## config.mk

```make
export PLATFORM = sky130hd
export DESIGN_NAME = sample_packer
export DESIGN_NICKNAME = d
export VERILOG_FILES = /design/src/rtl/sample_packer.sv
export SDC_FILE = /design/constraint.sdc
export NUM_CORES = 1
export LEC_CHECK = 0
export ABC_CLOCK_PERIOD_IN_PS = 2800
export CAP_MARGIN = 20
export CORE_MARGIN = 5
export CORE_UTILIZATION = 30
export CTS_BUF_LIST = sky130_fd_sc_hd__clkbuf_4
export CTS_CLUSTER_SIZE = 8
export DETAILED_ROUTE_END_ITERATION = 16
export PLACE_DENSITY = 0.59
export SLEW_MARGIN = 20
export SYNTH_ARGS = -nofsm -noshare
export SYNTH_HDL_FRONTEND = slang
export SYNTH_SLANG_ARGS = --single-unit
```

## constraint.sdc

```tcl
create_clock -name dco_clk -period 2.8 [get_ports dco_clk]
set_clock_uncertainty 0.2 [all_clocks]
set_input_delay 0.56 -clock dco_clk [delete_from_list [all_inputs] [get_ports dco_clk]]
set_output_delay 0.56 -clock dco_clk [all_outputs]
set_load 0.05 [all_outputs]
```

## src/rtl/sample_packer.sv

```systemverilog
`default_nettype none
// ============================================================================
// Module   : sample_packer
// Purpose  : Packs consecutive valid sample words into SPB-sample beats and
//            presents them on a valid/ready stream through a 2-entry output
//            buffer. Beats that complete while the buffer is full (and not
//            being popped) are dropped, counted and flagged.
// Ports    : dco_clk       - sole clock
//            rst_n         - asynchronous active-low reset
//            sample_word   - sample from word_assembler (WORD_W)
//            word_valid    - sample_word valid this cycle
//            test_mode     - selects ramp source (only with the macro)
//            overflow_clr  - single-cycle clear of overflow
//            m_data        - packed beat, sample k at [WORD_W*k +: WORD_W]
//            m_valid       - output buffer non-empty
//            m_ready       - consumer accepts beat on m_valid && m_ready
//            overflow      - sticky drop flag
//            drop_count    - saturating count of dropped beats (DROP_W)
// Config   : define SAMPLE_PACKER_RAMP_EN to build the test ramp source.
// Revision : 1.0 - initial release
// ============================================================================
module sample_packer #(
    parameter int WORD_W = 16,
    parameter int SPB    = 4,
    parameter int DROP_W = 16
) (
    input  logic                  dco_clk,
    input  logic                  rst_n,
    input  logic [WORD_W-1:0]     sample_word,
    input  logic                  word_valid,
    input  logic                  test_mode,
    input  logic                  overflow_clr,
    output logic [WORD_W*SPB-1:0] m_data,
    output logic                  m_valid,
    input  logic                  m_ready,
    output logic                  overflow,
    output logic [DROP_W-1:0]     drop_count
);

    localparam int                 c_IDX_W   = (SPB > 2) ? $clog2(SPB) : 1;
    localparam int                 c_BEAT_W  = WORD_W * SPB;
    localparam logic [c_IDX_W-1:0] c_LAST_IDX = c_IDX_W'(SPB - 1);

    // ------------------------------------------------------------------
    // Sample source selection
    // ------------------------------------------------------------------
    logic [WORD_W-1:0] w_sample;

`ifdef SAMPLE_PACKER_RAMP_EN
    logic [WORD_W-1:0] r_ramp;

    always_ff @(posedge dco_clk or negedge rst_n) begin
        if (!rst_n) begin
            r_ramp <= '0;
        end else if (word_valid && test_mode) begin
            r_ramp <= r_ramp + 1'b1;
        end
    end

    assign w_sample = test_mode ? r_ramp : sample_word;
`else
    logic w_unused_test_mode;
    assign w_unused_test_mode = test_mode;
    assign w_sample           = sample_word;
`endif

    // ------------------------------------------------------------------
    // Pack stage: slots 0..SPB-2 are held in registers; the last sample
    // is taken straight from w_sample on the completing cycle so the beat
    // can be pushed on the same edge.
    // ------------------------------------------------------------------
    logic [c_IDX_W-1:0]            r_idx;
    logic [SPB-2:0][WORD_W-1:0]    r_slots;
    logic [c_BEAT_W-1:0]           w_beat;
    logic                          w_beat_done;

    assign w_beat_done = word_valid && (r_idx == c_LAST_IDX);
    assign w_beat      = {w_sample, r_slots};

    always_ff @(posedge dco_clk or negedge rst_n) begin
        if (!rst_n) begin
            r_idx <= '0;
        end else if (word_valid) begin
            r_idx <= (r_idx == c_LAST_IDX) ? '0 : r_idx + 1'b1;
        end
    end

    for (genvar k = 0; k < SPB - 1; k++) begin : g_slot
        always_ff @(posedge dco_clk or negedge rst_n) begin
            if (!rst_n) begin
                r_slots[k] <= '0;
            end else if (word_valid && (r_idx == c_IDX_W'(k))) begin
                r_slots[k] <= w_sample;
            end
        end
    end

    // ------------------------------------------------------------------
    // 2-entry output buffer
    // ------------------------------------------------------------------
    logic [c_BEAT_W-1:0] r_mem [2];
    logic                r_wptr;
    logic                r_rptr;
    logic [1:0]          r_count;
    logic [1:0]          w_count_next;
    logic                w_pop;
    logic                w_push;
    logic                w_drop;
    logic [c_BEAT_W-1:0] r_m_data;
    logic [c_BEAT_W-1:0] w_head_next;
    logic                r_m_valid;

    assign w_pop  = (r_count != 2'd0) && m_ready;
    assign w_push = w_beat_done && ((r_count != 2'd2) || w_pop);
    assign w_drop = w_beat_done && !w_push;

    always_comb begin
        w_count_next = r_count;
        case ({w_push, w_pop})
            2'b10:   w_count_next = r_count + 2'd1;
            2'b01:   w_count_next = r_count - 2'd1;
            default: w_count_next = r_count;
        endcase
    end

    // Registered copy of the next head entry so m_data is a flop output.
    // When full, a simultaneous push overwrites the slot being popped, so
    // the other slot is the new head either way.
    always_comb begin
        w_head_next = r_m_data;
        if (w_pop) begin
            if (r_count == 2'd2) begin
                w_head_next = r_mem[~r_rptr];
            end else if (w_push) begin
                w_head_next = w_beat;
            end
        end else if ((r_count == 2'd0) && w_push) begin
            w_head_next = w_beat;
        end
    end

    always_ff @(posedge dco_clk or negedge rst_n) begin
        if (!rst_n) begin
            r_mem[0]  <= '0;
            r_mem[1]  <= '0;
            r_wptr    <= 1'b0;
            r_rptr    <= 1'b0;
            r_count   <= 2'd0;
            r_m_data  <= '0;
            r_m_valid <= 1'b0;
        end else begin
            if (w_push) begin
                r_mem[r_wptr] <= w_beat;
                r_wptr        <= ~r_wptr;
            end
            if (w_pop) begin
                r_rptr <= ~r_rptr;
            end
            r_count   <= w_count_next;
            r_m_data  <= w_head_next;
            r_m_valid <= (w_count_next != 2'd0);
        end
    end

    // ------------------------------------------------------------------
    // Drop accounting: a drop in the same cycle as a clear keeps the flag
    // ------------------------------------------------------------------
    logic              r_overflow;
    logic [DROP_W-1:0] r_drop_count;

    always_ff @(posedge dco_clk or negedge rst_n) begin
        if (!rst_n) begin
            r_overflow   <= 1'b0;
            r_drop_count <= '0;
        end else begin
            if (w_drop) begin
                r_overflow <= 1'b1;
            end else if (overflow_clr) begin
                r_overflow <= 1'b0;
            end
            if (w_drop && (r_drop_count != {DROP_W{1'b1}})) begin
                r_drop_count <= r_drop_count + 1'b1;
            end
        end
    end

    assign m_data     = r_m_data;
    assign m_valid    = r_m_valid;
    assign overflow   = r_overflow;
    assign drop_count = r_drop_count;

endmodule
`default_nettype wire

```

; ---- Yosys cells after proc, flatten, opt, wreduce, memory -nomap -nowiden
; Index checks and enable logic that the tools add are counted.
[classes]
magnitude_cmp = 3
addsub = 4
eq_ne = 9
div = 0
n_mul = 0
shifts = 0
reduce_logical = 19
bitwise_logic = 4
n_mux = 14
[op_table]
columns = cell, n
row1 = two-way mux 64 bit, 8
row2 = bitwise mux 128 bit, 1
row3 = demux 64 bit (select 1 bit), 1
row4 = "adder 16 x 1 -> 16 bit, second input constant", 1
row5 = "inequality test 16 bit, second input constant", 1
row6 = logical AND 1 bit, 10
row7 = "equality test 2 bit, second input constant", 4
row8 = nonzero test 2 bit, 4
row9 = "adder 2 x 1 -> 2 bit, second input constant", 2
row10 = "equality test 2 x 1 -> 1 bit, second input constant", 2
row11 = ">= comparator 2 bit, second input constant", 2
row12 = logical NOT 2 bit, 2
row13 = NOT 1 -> 2 bit, 2
row14 = one-hot mux 2 bit (2 select lines), 1
row15 = "inequality test 3 x 1 -> 1 bit, second input constant", 1
row16 = "less-than comparator 2 x 1 -> 1 bit, second input constant", 1
row17 = two-way mux 1 bit, 2
row18 = two-way mux 2 bit, 1
row19 = "inequality test 2 bit, second input constant", 1
row20 = NOT 1 bit, 2
row21 = AND reduction 2 bit, 1
row22 = "subtractor 2 x 1 -> 2 bit, second input constant", 1
row23 = logical NOT 1 bit, 1
row24 = logical OR 1 bit, 1
[word_totals]
mem_bits_rw = 0
output_inout_bits = 82
mem_bits_ro = 0
latchBits = 0
regBits = 264
n_memories = 0

; ---- Logic depth before layout (Yosys ltp)
; Gate-level depths: netlist of run 1.
[logic_depth]
word_depth = 7
ltp_mapped = 8
ltp_nobuf = 7

; ---- Worst setup path after synthesis of run 1
; No wires, ideal clock.
[synth_path]
kind = input to register
from = in m_ready
to = reg r_m_data[10] (netlist: m_data[10])
setup_time_ns = 0.125
arrival_ns = 2.354
stages = 7
n_path_buf = 1
path_slack_ns = 0.122
path_cell_list = or3b_1 -> nand3_1 -> ha_1 -> inv_1 -> a21oi_1 -> buf_2 -> mux2_2
[synth_via]
elab_chain_len = 6
[synth_lines]
columns = element, line
row1 = from (decl), 35  ; input logic m_ready,
row2 = logical AND 1 bit *, 113  ; assign w_pop = (r_count != 2'd0) && m_ready;
row3 = logical OR 1 bit, 114  ; assign w_push = w_beat_done && ((r_count != 2'd2) || w_pop);
row4 = logical AND 1 bit, 114
row5 = logical AND 1 bit, 137  ; end else if ((r_count == 2'd0) && w_push) begin
row6 = nonzero test 2 bit (no line), --
row7 = AND reduction 2 bit (no line), --
row8 = to (signal assigned), 160  ; r_m_data <= w_head_next;
row9 = to (decl), 109  ; logic [c_BEAT_W-1:0] r_m_data;
; Every way passes the cells marked *; elsewhere a longest branch is shown, timed or not.
; A chain may end at the register's enable or synchronous reset.

; ---- Worst setup path after layout of run 1
[layout_path]
from = reg r_drop_count[14] (netlist: drop_count[14])
to = out drop_count[14]
[layout_rtl]
columns = element, line
row1 = from (decl), 169  ; logic [DROP_W-1:0] r_drop_count;
row2 = from (signal assigned), 182  ; r_drop_count <= r_drop_count + 1'b1;
row3 = to (decl), 37  ; output logic [DROP_W-1:0] drop_count
; No word-level cell between the ends.

==> results of run 1 <==
[state kept, by name, indices dropped and copies added, names as in the netlist, 2 cells and up]
name and count:
r_slots 48, m_data 64, drop_count 16, r_count 2
r_idx 2, r_mem 128
[logic make-up (layout without fill, tap and decap cells)]
kind of cell	count (synthesis)	after routing	synth area share, %
AO/OA/AOI/OAI	77	77	3.55
multiplexers	307	307	29.8
buffers and inverters	50	257	1.88
adder cells (fa/ha/maj)	6	6	0.663
XOR/XNOR	16	16	1.24
AND/OR/NAND/NOR	110	110	4.49
flip-flops	264	264	58.4
other	0	2	0
[cell usage in the layout, fill, tap and decap left out, types with 8 or more instances in the layout]
cell type and count:
dfrtp_1 263, mux2_2 236, clkbuf_4 98, clkdlybuf4s50_1 89
nor2_1 67, a21oi_1 66, mux2i_1 64, buf_4 19
buf_12 13, dlymetal6s2s_1 12, clkinv_1 11, nand2_1 10
xnor2_1 8, xor2_1 8
[power groups by stage]
stage | clock, uW | combinational, uW | sequential, uW
floorplan | 0 | 3770 | 8200
global placement | 0 | 7450 | 6810
detailed placement | 0 | 7560 | 6890
CTS | 3710 | 7590 | 6830
global route | 3900 | 8050 | 7070
finish | 3540 | 7440 | 6820
[worst paths after layout]
| check | from | to | slack (ns) | cells past startpoint |
|---|---|---|---|---|
| max | drop_count[14]$_DFFE_PN0P_ | drop_count[14] | 0.13 | 1 |
| min | rst_n | drop_count[15]$_DFFE_PN0P_ | 0.25 | 2 |
| max reg2reg | r_count[0]$_DFF_PN0_ | m_data[45]$_DFFE_PN0P_ | 0.38 | 7 |
| min reg2reg | r_mem[123]$_DFFE_PN0P_ | r_mem[123]$_DFFE_PN0P_ | 0.30 | 1 |
| max in group asynchronous | rst_n | r_mem[89]$_DFFE_PN0P_ | 1.38 | 3 |
| min in group dco_clk | overflow_clr | overflow$_DFFE_PN0P_ | 0.25 | 2 |
[final cells by class]
type                    count  area share [%]
repair buffers            135            10.4
inverters                   5           0.132
well taps                 511            4.51
multi-input cells         516            31.9
flip-flops and latches    264            46.6
clock buffers              98            5.19
diodes                      2          0.0353
clock inverters            19            1.26
[metal layers]
| layer | GRT usage (%) | up-vias |
|---|---|---|
| met5 | 0 | - |
| met4 | 4.45 | 0 |
| met3 | 3.90 | 41 |
| met2 | 20.0 | 147 |
| met1 | 18.1 | 3655 |
| li1 | - | 3324 |
[stage by stage]
step | area, sq um | instances | setup WS [ns]
floorplan | 11300 | 830 | 0.122
global placement | 13200 | 1430 | -0.105
detailed placement | 13200 | 1430 | -0.105
CTS | 14100 | 1548 | 0.00144
global route | 14200 | 1549 | 0.0000746
finish | 14200 | 1550 | 0.130
[what timing repair did]
action	in CTS	in global routing
endpoints found under the setup margin	0	12
hold buffers	1	0
gates resized for setup	0	12
hold endpoints to repair	65	0
==> flow_summary.ini, run 1 <==
[status]
status = finished, final reports clean

[cts]
cts_tree = done
clock-sinks = 264
cts-root-buf = clkbuf_4
cts.clk_slew.worst_paths_ns = 0.06
clk_path_buf_depth = 3
numCtsBuffers = 73
clk-insertion-delay-late_ns = 0.68
cts_setup_buffers = 0
htree_levels = 3

[cells_and_area]
multi_input_area_sq_um = 4520
nNetsFinal = 1023
area_growth_pct = 25.3
seqCellArea_sq_um = 6610
layout-drive-gt1-share_pct = 36.7
fillCellCount = 3706
final_core_util_pct = 37.8

[drt]
remaining_drc_errors = 0
dr_wl_met2_mm = 12.3
drt_iter0_drc = 287
vias = 7167
dr.pass1.iters = 4
wl_met3_mm = 1.27
met1_length_mm = 12.5
top_layer = met4
routed_wl_mm = 26.6
vias_per_cell = 4.62
final_antenna_net_count = 0
wl_per_cell_um = 17.2

[floorplanning]
chipHeight_um = 204
start_util_pct = 30.2
dieArea_sq_um = 41700
die_w_um = 204
coreArea_sq_um = 37500
ios = 104
num_rows = 71

[worst_setup_path]
crit_family = buffers and inverters
crit_chain = clkdlybuf4s50_1
crit_buf_inv = 1
crit_required_ns = 2.04
arrival_ns = 1.91
cpMaxStageDelayCell = clkdlybuf4s50_1
critPathCaptureType = primary output
cp-start-kind = flop
crit_path_max_fanout = 5
criticalPathCategory = reg2out
slowest_delay_ns = 0.83

[logic_synthesis]
synth_seq_cells = 264
yosysMostFrequentCell = dfrtp_1
synth_edf_count = 0
ys.flop_type = dfrtp_1
syn_area_per_cell_sq_um = 13.6
synth_top_area_share_pct = 58.4
yosys-top-cells-count = dfrtp_1, mux2_2, nor2_1
netlist_instances = 830
ys_types = 37
async_flop_share_pct = 100
syn-num-nets = 858
syn_area_sq_um = 11300
ys_warn_count = 0
ys_top_cells_by_area = dfrtp_1, mux2_2, mux2i_1
ys_seq_area_share_pct = 58.4
synth_top_area_cell = dfrtp_1

[power]
p_leak_uw = 0.00641
cellPowerDensity_nw_per_um2 = 1260
power_frac_clock_pct = 19.9
power.switching_uw = 6680
p_sw_share_pct = 37.5
seqPwrFrac_pct = 38.3
combPwrFrac_pct = 41.8
p_int_uw = 11100
finalPower_uw = 17800
peakVddDrop_mv = 0.738

[hold_path]
hp-class = in2async

[timing]
grt_setup_unrepaired = false
period_minus_slack_ns = 2.67
worst_pin_slew_ns = 0.652
relSlewSlack_pct = 56.2
fin_crit_sh_pct = 95.4
hold_slack_ns = 0.249
setup_viol = 0
finalSetupTns_ns = 0
drv_slew = 0
hold_viol = 0
fmaxAchievable_mhz = 374

[run]
cap_violations = 0

[grt]
first_global_vias = 7526
grt_pass1_wl_mm = 43.1
grt_max_degree = 74
antenna_found_initial = 1
grt_usage_pct = 13.2
grt.overflow.total = 0

[placement]
gp_congestion = 0.739
port_buffers = 102
dp_hpwl_mm = 17.1
(Power assumes the default switching activity.)
==> run 2: changes to the inputs <==
TNS_END_PERCENT = 1   (was not set)
==> results of run 2 <==
No change in the layout: final DEF, timing and power equal those of run 1.
==> run 3: changes to the inputs <==
ABC_CLOCK_PERIOD_IN_PS = not set   (was 2800)
==> results of run 3 <==
No change in the layout: final DEF, timing and power equal those of run 1.
